==> src/rtl/stage_sequencer.sv <==
// Multi-cycle control sequencer: FETCH -> MEM_READ -> REG_UPDATE -> MEM_WRITE -> PC_UPDATE, owning PC and latched instruction/read data.
// Latency: 5 cycles/instruction minimum (3 with STAGE_SKIP_EN defined); all outputs registered.
// Backpressure: read stages stall indefinitely until mem_ready; HALTED is left only via rst.
module stage_sequencer #(
  parameter logic [31:0] RESET_PC = 32'h0000_0000,
  parameter logic [31:0] PC_STEP  = 32'd4
) (
  input  logic        clk,
  input  logic        rst,
  input  logic [31:0] mem_read_data,
  input  logic        mem_ready,
  input  logic        needs_mem_read,
  input  logic        needs_mem_write,
  input  logic        branch_taken,
  input  logic [31:0] branch_target,
  input  logic        halt_req,
  output logic [2:0]  stage,
  output logic [31:0] PC_value,
  output logic [31:0] instruction,
  output logic [31:0] read_data,
  output logic        halted,
  output logic [31:0] retired_count
);

  typedef enum logic [2:0] {
    FETCH      = 3'd0,
    MEM_READ   = 3'd1,
    REG_UPDATE = 3'd2,
    MEM_WRITE  = 3'd3,
    PC_UPDATE  = 3'd4,
    HALTED     = 3'd5
  } stage_e;

  stage_e      state_q, state_d;
  logic [31:0] pc_d, instr_d, rdata_d, retired_d;

`ifndef STAGE_SKIP_EN
  logic unused_needs;
  assign unused_needs = needs_mem_read ^ needs_mem_write;
`endif

  always_ff @(posedge clk or posedge rst) begin
    if (rst) begin
      state_q       <= FETCH;
      PC_value      <= RESET_PC;
      instruction   <= 32'h0;
      read_data     <= 32'h0;
      retired_count <= 32'h0;
      halted        <= 1'b0;
    end else begin
      state_q       <= state_d;
      PC_value      <= pc_d;
      instruction   <= instr_d;
      read_data     <= rdata_d;
      retired_count <= retired_d;
      halted        <= (state_d == HALTED);
    end
  end

  always_comb begin
    state_d   = state_q;
    pc_d      = PC_value;
    instr_d   = instruction;
    rdata_d   = read_data;
    retired_d = retired_count;
    case (state_q)
      FETCH: begin
        if (mem_ready) begin
          instr_d = mem_read_data;
`ifdef STAGE_SKIP_EN
          state_d = needs_mem_read ? MEM_READ : REG_UPDATE;
`else
          state_d = MEM_READ;
`endif
        end
      end
      MEM_READ: begin
        if (mem_ready) begin
          rdata_d = mem_read_data;
          state_d = REG_UPDATE;
        end
      end
      REG_UPDATE: begin
`ifdef STAGE_SKIP_EN
        state_d = needs_mem_write ? MEM_WRITE : PC_UPDATE;
`else
        state_d = MEM_WRITE;
`endif
      end
      MEM_WRITE: state_d = PC_UPDATE;
      PC_UPDATE: begin
        retired_d = retired_count + 32'd1;
        // halt outranks a simultaneous branch; PC is frozen at the halting instruction
        if (halt_req) begin
          state_d = HALTED;
        end else if (branch_taken) begin
          pc_d    = branch_target;
          state_d = FETCH;
        end else begin
          pc_d    = PC_value + PC_STEP;
          state_d = FETCH;
        end
      end
      HALTED:  state_d = HALTED;
      default: state_d = FETCH;
    endcase
  end

  assign stage = state_q;

endmodule
==> config.mk <==
export PLATFORM = sky130hd
export DESIGN_NAME = stage_sequencer
export DESIGN_NICKNAME = d
export VERILOG_FILES = /design/src/rtl/stage_sequencer.sv
export SDC_FILE = /design/constraint.sdc
export NUM_CORES = 1
export LEC_CHECK = 0
export CAP_MARGIN = 20
export CORE_MARGIN = 1
export CORE_UTILIZATION = 51
export CTS_BUF_LIST = sky130_fd_sc_hd__clkbuf_4 sky130_fd_sc_hd__clkbuf_8
export DETAILED_ROUTE_END_ITERATION = 6
export MAX_ROUTING_LAYER = met4
export PLACE_DENSITY = 0.88
export SLEW_MARGIN = 30
export SYNTH_ARGS = -nofsm -noshare
export SYNTH_HDL_FRONTEND = slang
export SYNTH_SLANG_ARGS = --single-unit
==> constraint.sdc <==
create_clock -name clk -period 8.9 [get_ports clk]
set_clock_uncertainty 0.2 [all_clocks]
set_input_delay 0.89 -clock clk [delete_from_list [all_inputs] [get_ports clk]]
set_output_delay 0.89 -clock clk [all_outputs]
set_load 0.03 [all_outputs]
Word level (Yosys, flattened, before mapping):

Index checks and enable logic that the tools add are counted.

* add/sub/neg operators: 2
* multiply operators: 0
* divide/modulo/power cells: 0
* magnitude comparators: 0
* equality and inequality tests: 6
* shift-type cells: 0
* multiplexer cells: 5
* bitwise operators: 1
* reductions and logical operators: 4

Operators by type and width (count)
* $add 32x1->32 const B: 1
* $add 32x3->32 const B: 1
* $mux 32: 1
* $pmux 3 s6: 1
* $eq 3x3->1 const B: 3
* $mux 3: 3
* $eq 3x2->1 const B: 2
* $reduce_and 2->1: 3
* $eq 3x1->1 const B: 1
* $logic_not 3->1: 1
* $not 1->1: 1

* bits in registers: 132
* bits in latches: 0
* memory bits (writable): 0
* ROM bits: 0
* logic and storage cells: 24
* memories: 0

Logic depth before layout (Yosys ltp):

Gate-level depths: netlist (run 1).

* word-level depth: 3
* gate-level depth with buffers: 7
* mapped depth without buffers: 6

Least setup slack after synthesis (run 1):

Ideal clock, no wire load.

* kind: input port to flip-flop
* start point: input mem_ready
* end point: register read_data[20]
* data arrival time: 1.877 ns
* slack: 6.698 ns
* cell stages on the path: 4
* cells stage by stage: nor4bb_1 clkbuf_1 buf_2 mux2_2

* cells in the longest elaborated chain, start to end: 1

Ends and longest elaborated chain
* start: declaration: RTL line 11 `input logic mem_ready,`
* $reduce_and 2->1 (no line)
* end signal: assignment: RTL line 54 `read_data <= rdata_d;`
* end: declaration: RTL line 20 `output logic [31:0] read_data,`

Every way passes these cells.
A chain may end at the register's enable or synchronous reset.

Worst setup path in the final report (run 1):

* start point: register state_q[1] (netlist: stage[1])
* end point: output stage[1]

RTL lines
* start: declaration: RTL line 34 `stage_e state_q, state_d;`
* start signal: assignment: RTL line 51 `state_q <= state_d;`
* end: declaration: RTL line 17 `output logic [2:0] stage,`

No word-level cell between the ends.

==> metrics.yaml, run 1 <==
status: "finished, final reports clean"
place_area_um2: 8140
drive_gt1_share_pct: 15.9
via_per_inst: 5.78
rrSetupSlack_ns: 6.27
ir_worst_vdd_mv: 0.284
routed-wl-met3_um: 1210
critPathArrivalTime_ns: 1.87
cp_slowest_stage_delay_ns: 0.79
r2r_start: "stage[2]$_DFF_PP0_"
cp-endpoint: "stage[1]"
r2r_end: "PC_value[1]$_DFFE_PP0P_"
synth_top_cells_by_area: "dfrtp_1 55%, mux2_2 12%, xnor2_1 3.9%"
stdcell_count: 867
min_period_over_period_pct: 33.3
start_util_pct: 52.6
wl_met1_um: 6130
synth_cell_types: 56
yosys_warnings: 0
remaining_drc_errors: 0
cts_hold_buf: 0
ioPinCount: 203
critical_path_class: "flop to output port"
ys_ff_latch: 132
wl_met2_um: 7550
dr.pass1.iters: 5
routabilityCongestion: 0.906
multi_input_area_um2: 2600
p_per_area_nw_per_um2: 339
top_layer: "met4"
cts_max_path_buffers: 2
path_buf_inv: 1
fmax_mhz: 338
fin_area_um2: 8480
ant_nets: 0
totalWireLength_um: 15300
synthesis.nets: 592
post_cts_buffers: 0
cts.sinks: 132
wire_per_inst_um: 17.7
maxCapViolations: 0
crit_path_top_delay_cell: "clkdlybuf4s50_1"
tightest_slew_ns: 0.830
ctsResizeCount: 0
nFillCells: 773
synth_flop_cell: "dfrtp_1"
hold_path_class: "flop to flop"
htreeDepth: 4
cts-root-buf: "clkbuf_8"
grt_pass1_vias: 5074
die_h_um: 111
die_w_um: 111
cts_buffers: 17
endpoint_kind: "output port"
synth-edff-count: 0
synthMostInstantiatedCell: "dfrtp_1"
required_ns: 7.81
syn_inst: 519
syn_area_um2: 6030
num_rows: 39
cts_tree: "yes"
setup_viol: 0
grt_pass1_wl_um: 24800
setup_tns_ns: 0
fp.coreArea_um2: 11500
rsz0062_at_grt: "false"
cpLargestDelayFamily: "buffers and inverters"
die_area_um2: 12300
yosysTopAreaCell: "dfrtp_1"
diodes: 0
synth_seq_area_share_pct: 54.8
drtIter0Drc: 381
crit_start: "stage[1]$_DFF_PP0_"
relSlewSlack_pct: 44.7
clk_latency_ns: 0.43
period_minus_slack_ns: 2.96
crit_fanout: 10
dp_cells: 839
r2r_cells: 4
crit_path_start_kind: "flop"
worstSetupPathDepth: 1
holdWs_ns: 0.278
grt_max_degree: 69
crit_path_cell_trace: "clkdlybuf4s50_1"
port_buffers: 200
synth.avg_cell_area_um2: 11.6
antenna_found_initial: 0
via_count: 5011
dp_hpwl_um: 10600
synthArstFlopShare_pct: 100
regArea_um2: 3300
clk_pin_slew_ns: 0.08
leakage_nw: 3.48
fin_util_pct: 73.9
hold_viol: 0
drv_slew: 0
syn2layout_area_growth_pct: 40.7
synth_common_cells: "132 x dfrtp_1, 66 x mux2_2, 32 x nand3_1, 29 x nand2_1"
synth_top_cell_area_share_pct: 54.8
nNetsFinal: 788
grt-ovfl-total: 0
gr-usage-all-layers_pct: 26.2
-- worst reg2reg max path, stage by stage, from the launching register on --
cell and delay (ns):
dfrtp_1 0.59, nor3b_4 0.51, and2b_2 0.68, nand2_1 0.23, mux2_2 0.32
-- kinds of logic after synthesis --
group | count (synthesis) | share of synthesized area, %
buffers and inverters | 33 | 2.47
AO/OA/AOI/OAI | 84 | 8.51
flip-flops | 132 | 54.8
multiplexers | 74 | 13.7
adder cells (fa/ha/maj) | 2 | 0.415
AND/OR/NAND/NOR | 163 | 15.6
XOR/XNOR | 31 | 4.50
-- how the worst min path moves through the flow --
stage | startpoint | endpoint | slack, ns | cells past startpoint
2_1_floorplan | retired_count[31]$_DFFE_PP0N_ | retired_count[31]$_DFFE_PP0N_ | 0.45 | 1
3_3_place_gp | retired_count[31]$_DFFE_PP0N_ | retired_count[31]$_DFFE_PP0N_ | 0.26 | 1
5_1_grt | read_data[24]$_DFFE_PP0P_ | read_data[24]$_DFFE_PP0P_ | 0.32 | 1
4_1_cts | retired_count[31]$_DFFE_PP0N_ | retired_count[31]$_DFFE_PP0N_ | 0.28 | 1
3_5_place_dp | retired_count[31]$_DFFE_PP0N_ | retired_count[31]$_DFFE_PP0N_ | 0.27 | 1
6_report | retired_count[31]$_DFFE_PP0N_ | retired_count[31]$_DFFE_PP0N_ | 0.28 | 1
-- cell usage in the layout (no fill, tap or decap), types with 10 or more instances in the layout --
master / instances
nand4_1: 14
clkdlybuf4s50_1: 199
dfrtp_1: 132
nand3_1: 32
o21ai_0: 22
nor2_1: 25
mux2_2: 66
xnor2_1: 27
nor3_1: 10
nand2_1: 29
a21oi_1: 27
clkbuf_8: 19
and3_1: 11
-- registers in the layout (all words and copies together), names as in the netlist --
name	flops
instruction	32
PC_value	32
stage	3
read_data	32
halted	1
retired_count	32
-- power breakdown --
group / switching (mW) / internal, mW / total (mW) / leakage, nW
registers: 0.208 / 0.826 / 1.03 / 1.63
logic: 0.758 / 0.628 / 1.39 / 1.68
clock network: 0.215 / 0.236 / 0.451 / 0.180
total: 1.18 / 1.69 / 2.87 / 3.48
-- per-stage QoR --
stage,power [mW],setup WS (ns)
floorplan,1.81,4.28
global placement,2.37,5.66
detailed placement,2.43,5.82
CTS,2.89,5.91
global route,3.01,5.86
finish,2.87,5.94
-- area by class of cell --
class                      instances  share of cell area, %
clock buffer                      22                   3.35
tap                              143                   2.11
multi-input combinational        354                   30.7
timing repair buffer             204                   23.9
sequential                       132                   39.0
clock inverter                     6                  0.679
inverter                           6                  0.295
-- per-layer routing --
layer  track usage, %  vias to the layer above
met5                -                        -
met4             11.3                        0
met3             7.76                       41
met2             42.0                      244
met1             30.7                     2458
li1                 -                     2268
Note: power is estimated with default switching activity, not from simulation.
==> run 2: changes to the inputs <==
Settings changed: CORE_UTILIZATION 51 to 43, PLACE_DENSITY 0.88 to 0.79.
Clock period 8.9 ns to 2.7 ns, I/O delays scaled along.
==> run 2 against run 1 <==
Compared with the run above:
- design area up 2.7%
- combinational power rose to 3.3 times the previous value
- register-to-register slack worse by 5.9 ns
- critical path depth unchanged
- sequential share of layout area down 1.0 points
- critical path type unchanged
- largest power group unchanged
==> metrics.yaml, run 2 (synthesis results as in run 1) <==
status: "finished, final reports clean"
antenna_found_initial: 0  # unchanged
dp_cells: 878  # +4.6%
wire_per_inst_um: 17.3  # -1.8%
drive_gt1_share_pct: 16.7  # +0.85 points
p_per_area_nw_per_um2: 1130  # +230%
path_buf_inv: 1  # unchanged
whs_path_depth: 3  # +2
via_count: 4962  # -0.98%
start_util_pct: 44.8  # -7.8 points
grt_pass1_vias: 5023  # -1.0%
ioPinCount: 203  # unchanged
required_ns: 2.23  # -5.58 ns
syn2layout_area_growth_pct: 44.5
hold_path_class: "input pin to flop"
cts-root-buf: "clkbuf_8"
setup_viol: 0  # unchanged
place_area_um2: 8270  # +1.6%
holdWs_ns: 0.133  # -0.146 ns
power_switching_mw: 3.99  # +240%
multi_input_area_um2: 2600  # -0.14%
cts_buffers: 17  # unchanged
clk_latency_ns: 0.45  # +0.02 ns
combPwrFrac_pct: 47.2  # -1.1 points
critical_path_class: "flop to output port"
post_cts_buffers: 0  # unchanged
totalWireLength_um: 15800  # +3.2%
fmax_mhz: 427
cpLargestDelayFamily: "buffers and inverters"
final_cell_mix: "199 x clkdlybuf4s50_1, 132 x dfrtp_1, 66 x mux2_2, 32 x nand3_1, 29 x nand2_1"
fin_area_um2: 8710  # +2.7%
gr-usage-all-layers_pct: 23.3  # -2.9 points
diodes: 0  # unchanged
fp.coreArea_um2: 13500  # +17%
routabilityCongestion: 0.833  # -8.0%
tightest_slew_ns: 0.482  # -0.348 ns
via_per_inst: 5.45  # -5.8%
layout_commonest_cell: "clkdlybuf4s50_1"
dp_hpwl_um: 11000  # +3.9%
seqPwrFrac_pct: 34.4  # -1.6 points
relSlewSlack_pct: 67.6  # +23 points
clockPowerShare_pct: 18.3  # +2.6 points
cts_hold_buf: 1  # +1
endpoint_kind: "output port"
cts_max_path_buffers: 2  # unchanged
stdcell_count: 911  # +5.1%
min_to: "PC_value[6]$_DFFE_PP0P_"
r2r_end: "PC_value[24]$_DFFE_PP0P_"
p_total_mw: 9.82  # +240%
swShare_pct: 40.6  # -0.52 points
crit_fanout: 10  # unchanged
rrSetupSlack_ns: 0.41  # -5.86 ns
crit_path_top_delay_cell: "clkdlybuf4s50_1"
dr.pass1.iters: 5  # unchanged
hold_viol: 0  # unchanged
maxCapViolations: 0  # unchanged
rsz0062_at_grt: "false"
ir_worst_vdd_mv: 0.872  # +210%
crit_path_cell_trace: "clkdlybuf4s50_1"
fin_util_pct: 64.8  # -9.2 points
dp_slack_ns: 0.388  # -5.44 ns
regArea_um2: 3300  # unchanged
leakage_nw: 3.57  # +2.4%
num_rows: 42  # +7.7%
drtIter0Drc: 390  # +2.4%
ctsResizeCount: 0  # unchanged
min_period_over_period_pct: 86.8
port_buffers: 200  # unchanged
p_int_mw: 5.83  # +250%
cp_slowest_stage_delay_ns: 0.79  # about the same
ant_nets: 0  # unchanged
r2r_start: "stage[1]$_DFF_PP0_"
die_w_um: 120  # +8.7%
cts_tree: "yes"
fin_ws_ns: 0.357  # -5.58 ns
die_h_um: 120  # +8.7%
setup_tns_ns: 0  # unchanged
critPathArrivalTime_ns: 1.87  # about the same
nNetsFinal: 795  # +0.89%
cts.sinks: 132  # unchanged
nFillCells: 1037  # +34%
period_minus_slack_ns: 2.34
grt-ovfl-total: 0  # unchanged
die_area_um2: 14500  # +18%
grt_pass1_wl_um: 25400  # +2.1%
remaining_drc_errors: 0  # unchanged
grt_max_degree: 70  # +1.4%
r2r_cells: 5  # +1
drv_slew: 0  # unchanged
crit_path_start_kind: "flop"
clk_pin_slew_ns: 0.08  # about the same
htreeDepth: 4  # unchanged
hp-start: "branch_taken"
## run 2: changes by cell type in the layout (fill, tap and decap cells not counted), moves of 2 or more
cell       change
buf_4          +2
buf_12         +4
clkinv_4       +2
bufinv_16      +2
clkbuf_4       -2
inv_6          +2
## run 2: worst max-delay path by stage
stage	cells past startpoint	start	to
after floorplan	6	stage[2]$_DFF_PP0_	retired_count[19]$_DFFE_PP0N_
after global routing	5	stage[1]$_DFF_PP0_	PC_value[15]$_DFFE_PP0P_
after detailed placement	5	stage[1]$_DFF_PP0_	PC_value[24]$_DFFE_PP0P_
final	1	stage[1]$_DFF_PP0_	stage[1]
after global placement	6	stage[1]$_DFF_PP0_	PC_value[30]$_DFFE_PP0P_
after CTS	1	stage[1]$_DFF_PP0_	stage[1]
## run 2: final cells by class
cell class / count / area share [%]
Clock buffer: 21 / 3.25
Inverter: 6 / 0.302
Clock inverter: 11 / 1.69
Multi-Input combinational cell: 354 / 29.8
Timing Repair Buffer: 211 / 24.5
Tap cell: 176 / 2.53
Sequential cell: 132 / 37.9
## run 2: layer usage
metal	global-route usage, %	vias to the layer above	part of all wire, %
met2	36.5	233	48
li1	-	2292	-
met5	-	-	0
met4	8.80	0	1.9
met3	8.30	25	8.6
met1	27.6	2412	41
## run 2: power groups by stage
| stage | clock [mW] | sequential [mW] | combinational [mW] |
|---|---|---|---|
| after CTS | 1.84 | 3.38 | 4.68 |
| final | 1.80 | 3.38 | 4.64 |
| after global placement | 0 | 3.34 | 4.57 |
| after floorplan | 0 | 4.74 | 1.24 |
| after detailed placement | 0 | 3.40 | 4.65 |
| after global routing | 1.93 | 3.49 | 4.88 |
==> run 3: changes to the inputs <==
Settings changed: CORE_UTILIZATION 43 to 47, PLACE_DENSITY 0.79 to 0.84.
Clock period 2.7 ns to 2.6 ns, I/O delays scaled along.
==> run 3 against run 2 <==
Compared with the run above:
- critical path depth unchanged
- routed wire length is 5.1% lower
- design area fell by 0.13%
- clock power about the same
- largest cell class unchanged
- highest routed layer unchanged
- combinational power is 4.5% higher
- first-iteration DRC count is 16% higher
- clock-buffer cell count is the same
- core utilization increased by 4.5 points
==> metrics.yaml, run 3 (synthesis results as in run 1) <==
totalWireLength_um: 15000  # -5.1%
setup_viol: 0  # unchanged
ctsResizeCount: 0  # unchanged
fp.coreArea_um2: 12600  # -6.6%
endpoint_kind: "output port"
p_per_area_nw_per_um2: 1170  # +3.6%
start_util_pct: 48.0  # +3.2 points
port_buffers: 200  # unchanged
cts_buffers: 17  # unchanged
tightest_slew_ns: 0.682  # +0.200 ns
cts.sinks: 132  # unchanged
remaining_drc_errors: 0  # unchanged
num_rows: 41  # -2.4%
wire_per_inst_um: 16.5  # -4.7%
routabilityCongestion: 0.908  # +9.0%
hold_path_class: "input pin to asynchronous set/reset pin"
grt_pass1_vias: 4877  # -2.9%
dp_cells: 875  # -0.34%
crit_fanout: 11  # +1
leakage_nw: 3.55  # -0.54%
maxCapViolations: 0  # unchanged
crit_path_start_kind: "flop"
clk_latency_ns: 0.44  # about the same
clk_pin_slew_ns: 0.08  # about the same
hold_viol: 0  # unchanged
rsz0062_at_grt: "false"
cpLargestDelayFamily: "buffers and inverters"
fin_util_pct: 69.2  # +4.5 points
dr.pass1.iters: 5  # unchanged
required_ns: 2.14  # -0.09 ns
layout_commonest_cell: "clkdlybuf4s50_1"
ir_worst_vdd_mv: 0.885  # +1.5%
r2r_cells: 6  # +1
stdcell_count: 907  # -0.44%
p_total_mw: 10.2  # +3.4%
die_h_um: 115  # -4.3%
gr-usage-all-layers_pct: 24.5  # +1.2 points
fmax_mhz: 439
cp_slowest_stage_delay_ns: 0.78  # about the same
rrSetupSlack_ns: 0.42  # about the same
die_area_um2: 13300  # -8.4%
crit_path_top_delay_cell: "clkdlybuf4s50_1"
r2r_start: "stage[0]$_DFF_PP0_"
period_minus_slack_ns: 2.28
syn2layout_area_growth_pct: 44.3
via_per_inst: 5.41  # -0.63%
holdWs_ns: 0.180  # +0.0475 ns
drive_gt1_share_pct: 16.9  # +0.14 points
dp_hpwl_um: 10600  # -3.9%
setup_tns_ns: 0  # unchanged
ioPinCount: 203  # unchanged
crit_path_cell_trace: "clkdlybuf4s50_1"
path_buf_inv: 1  # unchanged
nNetsFinal: 795  # unchanged
worstSetupPathDepth: 1  # unchanged
min_period_over_period_pct: 87.6
relSlewSlack_pct: 54.5  # -13 points
cts-root-buf: "clkbuf_8"
crit_start: "stage[0]$_DFF_PP0_"
antenna_found_initial: 0  # unchanged
cts_max_path_buffers: 2  # unchanged
cp-endpoint: "stage[0]"
die_w_um: 115  # -4.3%
final_cell_mix: "199 x clkdlybuf4s50_1, 132 x dfrtp_1, 66 x mux2_2, 32 x nand3_1, 29 x nand2_1"
post_cts_buffers: 0  # unchanged
cts_hold_buf: 0  # -1
htreeDepth: 4  # unchanged
grt-ovfl-total: 0  # unchanged
grt_pass1_wl_um: 24200  # -4.5%
ant_nets: 0  # unchanged
r2r_end: "retired_count[23]$_DFFE_PP0N_"
status: "finished, final reports clean"
grt_max_degree: 133  # +90%
critical_path_class: "flop to output port"
diodes: 0  # unchanged
cts_tree: "yes"
critPathArrivalTime_ns: 1.82  # -0.05 ns
drtIter0Drc: 451  # +16%
via_count: 4909  # -1.1%
drv_slew: 0  # unchanged
[run 3: worst min-delay path by stage]
| stage | start | endpoint | slack, ns | cells past startpoint |
|---|---|---|---|---|
| floorplan | mem_read_data[24] | read_data[24]$_DFFE_PP0P_ | 0.19 | 1 |
| global placement | retired_count[31]$_DFFE_PP0N_ | retired_count[31]$_DFFE_PP0N_ | 0.26 | 1 |
| detailed placement | retired_count[31]$_DFFE_PP0N_ | retired_count[31]$_DFFE_PP0N_ | 0.27 | 1 |
| CTS | branch_target[26] | PC_value[26]$_DFFE_PP0P_ | 0.18 | 3 |
| global route | branch_target[1] | PC_value[1]$_DFFE_PP0P_ | 0.22 | 2 |
| finish | rst | retired_count[19]$_DFFE_PP0N_ | 0.18 | 3 |
[run 3: metal layers]
metal  global-route usage [%]  vias up  wire (µm)
met5                        -        -          0
met4                     9.70        0        295
met3                     8.07       24       1190
met2                     37.9      198       7410
met1                     29.5     2398       6100
li1                         -     2289          -
[run 3: layout make-up]
class / instances / area [µm²]
flip-flops and latches: 132 / 3300
multi-input cells: 354 / 2600
clock inverters: 11 / 150
clock buffers: 21 / 277
repair buffers: 211 / 2130
well taps: 172 / 215
inverters: 6 / 26.3
fillers: 914 / 3870
[run 3: metrics by stage]
stage	cell area (µm²)	worst slack, ns
finish	8700	0.322
global route	8700	0.248
CTS	8700	0.278
detailed placement	8270	0.411
global placement	8270	0.476
floorplan	6030	0.428
[run 3: where the power goes]
group,internal (mW),switching (mW)
Clock,1.02,0.797
Sequential,2.83,0.663
Combinational,2.21,2.64
